### src/rtl/gate_bist_ctrl.sv
// Built-in self test sequencer for a 2-input gate: drives 00,01,10,11, waits SETTLE_CYCLES, checks y_in.
// Latency 4*(SETTLE_CYCLES+1) cycles from start to done; no backpressure, abort cancels a run.
// Define GATE_BIST_ERRLOG_EN to add first_fail_vec/first_fail_vld capture of the first mismatch.
module gate_bist_ctrl #(
    parameter int SETTLE_CYCLES = 2,
    parameter int GATE_OP       = 0
) (
    input  logic       clk,
    input  logic       rst_n,
    input  logic       start,
    input  logic       abort,
    input  logic       y_in,
    output logic       a_out,
    output logic       b_out,
    output logic       busy,
    output logic       done,
    output logic       pass,
    output logic [2:0] fail_count
`ifdef GATE_BIST_ERRLOG_EN
    ,
    output logic [1:0] first_fail_vec,
    output logic       first_fail_vld
`endif
);

    typedef enum logic [1:0] {IDLE, SETTLE, CHECK, DONE} state_t;

    localparam logic [3:0] CNT_LAST = 4'(SETTLE_CYCLES - 1);

    state_t     state;
    logic [1:0] vec;
    logic [3:0] cnt;
    logic [1:0] vec_nxt;
    logic       expected;
    logic       mismatch;
    logic [2:0] fail_nxt;

    always_comb begin
        vec_nxt = vec + 2'd1;
        case (GATE_OP)
            1:       expected = vec[1] | vec[0];
            2:       expected = vec[1] ^ vec[0];
            3:       expected = ~(vec[1] & vec[0]);
            default: expected = vec[1] & vec[0];
        endcase
        mismatch = (y_in != expected);
        // Saturate at 4; only four vectors exist, so this guards against corrupt state only.
        fail_nxt = (mismatch && fail_count < 3'd4) ? fail_count + 3'd1 : fail_count;
    end

    always_ff @(posedge clk or negedge rst_n) begin
        if (!rst_n) begin
            state      <= IDLE;
            vec        <= 2'd0;
            cnt        <= 4'd0;
            a_out      <= 1'b0;
            b_out      <= 1'b0;
            busy       <= 1'b0;
            done       <= 1'b0;
            pass       <= 1'b0;
            fail_count <= 3'd0;
`ifdef GATE_BIST_ERRLOG_EN
            first_fail_vec <= 2'd0;
            first_fail_vld <= 1'b0;
`endif
        end else begin
            case (state)
                IDLE, DONE: begin
                    if (start) begin
                        state      <= SETTLE;
                        vec        <= 2'd0;
                        cnt        <= 4'd0;
                        a_out      <= 1'b0;
                        b_out      <= 1'b0;
                        busy       <= 1'b1;
                        done       <= 1'b0;
                        pass       <= 1'b0;
                        fail_count <= 3'd0;
`ifdef GATE_BIST_ERRLOG_EN
                        first_fail_vec <= 2'd0;
                        first_fail_vld <= 1'b0;
`endif
                    end
                end
                SETTLE: begin
                    if (abort) begin
                        state <= IDLE;
                        cnt   <= 4'd0;
                        a_out <= 1'b0;
                        b_out <= 1'b0;
                        busy  <= 1'b0;
                    end else begin
                        cnt <= cnt + 4'd1;
                        if (cnt == CNT_LAST) begin
                            state <= CHECK;
                        end
                    end
                end
                CHECK: begin
                    if (abort) begin
                        state <= IDLE;
                        cnt   <= 4'd0;
                        a_out <= 1'b0;
                        b_out <= 1'b0;
                        busy  <= 1'b0;
                    end else begin
                        fail_count <= fail_nxt;
`ifdef GATE_BIST_ERRLOG_EN
                        if (mismatch && !first_fail_vld) begin
                            first_fail_vec <= vec;
                            first_fail_vld <= 1'b1;
                        end
`endif
                        if (vec == 2'd3) begin
                            state <= DONE;
                            a_out <= 1'b0;
                            b_out <= 1'b0;
                            busy  <= 1'b0;
                            done  <= 1'b1;
                            pass  <= (fail_nxt == 3'd0);
                        end else begin
                            state <= SETTLE;
                            vec   <= vec_nxt;
                            cnt   <= 4'd0;
                            a_out <= vec_nxt[1];
                            b_out <= vec_nxt[0];
                        end
                    end
                end
                default: state <= IDLE;
            endcase
        end
    end

endmodule

### config.mk
export PLATFORM = sky130hd
export DESIGN_NAME = gate_bist_ctrl
export DESIGN_NICKNAME = d
export VERILOG_FILES = /design/src/rtl/gate_bist_ctrl.sv
export SDC_FILE = /design/constraint.sdc
export NUM_CORES = 1
export LEC_CHECK = 0
export CORE_ASPECT_RATIO = 0.8
export CORE_UTILIZATION = 50
export DETAILED_ROUTE_END_ITERATION = 12
export GPL_TIMING_DRIVEN = 0
export PLACE_DENSITY = 0.77
export SLEW_MARGIN = 20
export SYNTH_ARGS = -nofsm -noshare
export SYNTH_HDL_FRONTEND = slang
export SYNTH_SLANG_ARGS = --single-unit
### constraint.sdc
create_clock -name clk -period 3.5 [get_ports clk]
set_input_delay 0.7 -clock clk [delete_from_list [all_inputs] [get_ports clk]]
set_output_delay 0.7 -clock clk [all_outputs]
set_load 0.05 [all_outputs]
==> results_dict.tcl, run 1 <==
set metrics [dict create \
    cts_resized 0 \
    die_x_um 51.9 \
    postPlaceCellArea_um2 1130 \
    timing.critical_path.buf_inv 1 \
    setup_viol 0 \
    detail_route.first_pass.iterations 4 \
    synth.cell_area_um2 995 \
    floorplan.die.height_um 41.9 \
    worstRegToRegCells 6 \
    routed-via-count 851 \
    switching_power_mw 0.315 \
    power_density_nw_per_um2 626 \
    synth-xor-area-share 0.0176 \
    part_of_the_yosys_area_used_for_sequential_elements 0.403 \
    gate_family_responsible_for_the_most_delay_along_the_worst_path "buffers and inverters" \
    timing.hold.ws_ns 0.501 \
    fmax_mhz 435 \
    drt-vias-per-instance 5.67 \
    critical_path_depth 1 \
    initial_utilization 0.531 \
    die_area_um2 2170 \
    cp_max_fo 7 \
    clk_skew_ns 0.00596 \
    netSwitchingFraction 0.429 \
    buffer_ports.inserted 11 \
    tritoncts.num_buffers 3 \
    crit_path_max_incr_delay_ns 0.84 \
    place_ws_ns 1.32 \
    tritoncts_clock_tree "yes" \
    post_cts_hold_buffer_count 0 \
    endpoint_kind "output port" \
    cp_cell_sequence "clkdlybuf4s50_1" \
    setup_ws_final_ns 1.20 \
    syn_area_per_cell_um2 8.96 \
    syn2layout_area_growth_pct 17.7 \
    ir_worst_vdd_mv 0.389 \
    crit_type "flip-flop to output port" \
    placed_cells_incl_taps 146 \
    detailedRoute.firstIterationViolations 24 \
    crit-reg2reg-capture "fail_count[0]$_DFFE_PN0P_" \
    synth_fp_nets 122 \
    max_cap_violations 0 \
    wl_per_cell_um 13.6 \
    timing.setup.tns_ns 0 \
    power.combinational.fraction 0.485 \
    ys_ff_latch 16 \
    min_delay_worst_type "flip-flop to flip-flop" \
    max_slew.worst_pin.slew_ns 0.735 \
    fin_crit_ns 2.30 \
    cts_sinks 16 \
    clock_latency_ns 0.30 \
    vias_in_the_first_global_route 800 \
    critical_path.startpoint_type "flip-flop" \
    setup.worst_path.start "fail_count[0]$_DFFE_PN0P_" \
    dp_wirelength_um 1510 \
    final_area_um2 1170 \
    synth_cell_types 39 \
    clkPwrFrac 0.168 \
    grt_pass1_wl_um 3640 \
    track_usage 0.232 \
    slowest_stage_cell_cp "sky130_fd_sc_hd__clkdlybuf4s50_1" \
    post_cts.repair.setup_buffers 0 \
    clkSlewWorstSetupHoldPaths_ns 0.09 \
    reg2reg_from "state[1]$_DFFE_PN0P_" \
    synth_mux_area_frac 0.0113 \
    rows 14 \
    yosys_warnings 0 \
    drv_slew 0 \
    max_buffers_root_to_sink 2 \
    gp_routability_congestion 0.866 \
    drtAntennaViolNets 0 \
    compound_gate_portion_of_the_synthesized_area 0.230 \
    post_route_cells_drive_above_1_share 0.103 \
    power.leakage_nw 0.534 \
    cts.htree.levels 1 \
    number_of_antenna_violations_at_the_first_check_in_global_routing 0 \
    synth_adder_area_share 0.0755 \
    run_status "completed" \
    internal_power_mw 0.419 \
    i_o_pins 13 \
    cts-root-buf "sky130_fd_sc_hd__clkbuf_4" \
    synth_simple_gate_area_frac 0.221 \
    fin_crit_sh 0.657 \
    worst_ep_arrival_time_ns 1.60 \
    drt_wl_total_um 2040 \
    diodes 0 \
    syn-instance-count 111 \
    detail_route.drc_violations 0 \
    commonest_non_fill_non_tap_cell_in_the_layout "sky130_fd_sc_hd__dfrtp_1" \
    rsz0062_at_grt "no" \
    core_area_um2 1870 \
    crit_path_end "fail_count[0]" \
    worst_slew_margin_rel 0.508 \
    timing_hold_violations_final 0 \
    worst_ep_required_time_ns 2.80 \
    most_frequent_cells_in_the_layout "sky130_fd_sc_hd__dfrtp_1 (16), sky130_fd_sc_hd__o21ai_0 (12), sky130_fd_sc_hd__nand2_1 (11), sky130_fd_sc_hd__clkdlybuf4s50_1 (11), sky130_fd_sc_hd__a21oi_1 (9)" \
    power.share.sequential 0.348 \
    dominant_combinational_cell_family_by_area_after_synthesis "compound AO/OA/AOI/OAI gates" \
    design.final.nets 138 \
    pin_count_of_the_biggest_net_entering_global_routing 17 \
    final_cells 150 \
    num-fill-cells 162 \
    globalRoute.totalOverflow 0 \
    timing.reg2reg.setup_slack_ns 1.84 \
]
==> sequential cells by signal, indices dropped and copies added, names as in the netlist <==
signal and cells:
vec 2, cnt 4, done 1, state 2, b_out 1, pass 1
fail_count 3, busy 1, a_out 1
==> power groups by stage <==
stage          Sequential, mW  Clock (mW)  Combinational, mW
6_report                0.255       0.123              0.356
5_1_grt                 0.261       0.137              0.400
4_1_cts                 0.254       0.131              0.357
3_5_place_dp            0.258           0              0.355
3_3_place_gp            0.255           0              0.349
2_1_floorplan           0.300           0              0.225
==> per-layer routing <==
layer	global-route usage	part of all wire	vias up
li1	-	-	436
met5	0	0	-
met4	0.0919	0.012	0
met3	0.0842	0.078	4
met2	0.300	0.43	29
met1	0.344	0.48	382
==> cells in the mapped netlist (all sizes together) <==
cell / number / area (um2)
a22o: 1 / 8.76
nor3b: 1 / 7.51
and2b: 1 / 10.0
dfrtp: 16 / 400
nand3: 3 / 15.0
a31oi: 1 / 6.26
a21boi: 1 / 7.51
xor2: 1 / 8.76
nand2b: 6 / 47.5
nor4: 1 / 6.26
a221o: 2 / 20.0
nor2b: 1 / 6.26
ha: 6 / 75.1
and3: 1 / 6.26
a211oi: 1 / 7.51
o21ai: 14 / 73.8
inv: 5 / 18.8
buf: 4 / 22.5
nand2: 12 / 47.6
or2b: 1 / 7.51
o31ai: 4 / 30.0
a21oi: 9 / 45.0
a21o: 1 / 7.51
nor3: 2 / 10.0
nand4: 1 / 6.26
nand3b: 2 / 15.0
nor4b: 1 / 8.76
o22ai: 1 / 6.26
mux2: 1 / 11.3
o41ai: 1 / 8.76
xnor2: 1 / 8.76
o211ai: 1 / 7.51
nor2: 7 / 26.3
==> layout make-up <==
cell class                 instances  area [um2]  share of cell area
clock buffer                       4        36.3              0.0310
buffer                             4        22.5              0.0192
inverter                           5        18.8              0.0160
tap                               24        30.0              0.0256
timing repair buffer              11         110              0.0940
sequential                        16         400               0.342
multi-input combinational         86         553               0.472
==> cells by family (layout without fill, tap and decap cells) <==
| group | after synthesis | count (layout) |
|---|---|---|
| AND/OR/NAND/NOR | 40 | 40 |
| AO/OA/AOI/OAI | 37 | 37 |
| flip-flops | 16 | 16 |
| buffers and inverters | 9 | 24 |
| adder cells (fa/ha/maj) | 6 | 6 |
| XOR/XNOR | 2 | 2 |
| multiplexers | 1 | 1 |
==> worst min-delay path by stage <==
stage | from | to | cells past startpoint
floorplan | rst_n | a_out$_DFFE_PN0P_ | 0
global placement | a_out$_DFFE_PN0P_ | a_out$_DFFE_PN0P_ | 2
detailed placement | b_out$_DFFE_PN0P_ | b_out$_DFFE_PN0P_ | 2
CTS | b_out$_DFFE_PN0P_ | b_out$_DFFE_PN0P_ | 2
global route | cnt[3]$_DFFE_PN0P_ | cnt[3]$_DFFE_PN0P_ | 1
finish | b_out$_DFFE_PN0P_ | b_out$_DFFE_PN0P_ | 2
==> tightest hold or removal path, stage by stage, from the launching register on <==
cell and delay, ns:
sky130_fd_sc_hd__dfrtp_1 0.36, sky130_fd_sc_hd__nand2_1 0.05, sky130_fd_sc_hd__o21ai_0 0.06
==> through the flow <==
stage	power, mW	util
floorplan	0.525	-
global placement	0.604	0.605
detailed placement	0.613	0.605
CTS	0.742	0.625
global route	0.797	0.625
finish	0.734	0.625
Power figures use the tool's default switching activity.
==> run 2, diff against run 1 <==
==> constraint.sdc (replaced) <==
create_clock -name clk -period 2.35 [get_ports clk]
set_input_delay 0.47 -clock clk [delete_from_list [all_inputs] [get_ports clk]]
set_output_delay 0.47 -clock clk [all_outputs]
set_load 0.05 [all_outputs]
==> results of run 2 <==
Same layout as run 1 (identical final DEF). Status: completed.
Among the figures that moved: setup slack after placement 1.32 ns -> 0.401 ns; setup slack after layout 1.20 ns -> 0.280 ns; register-to-register setup slack 1.84 ns -> 0.69 ns; total power 0.734 mW -> 1.09 mW; worst IR drop on VDD 0.389 mV -> 0.579 mV
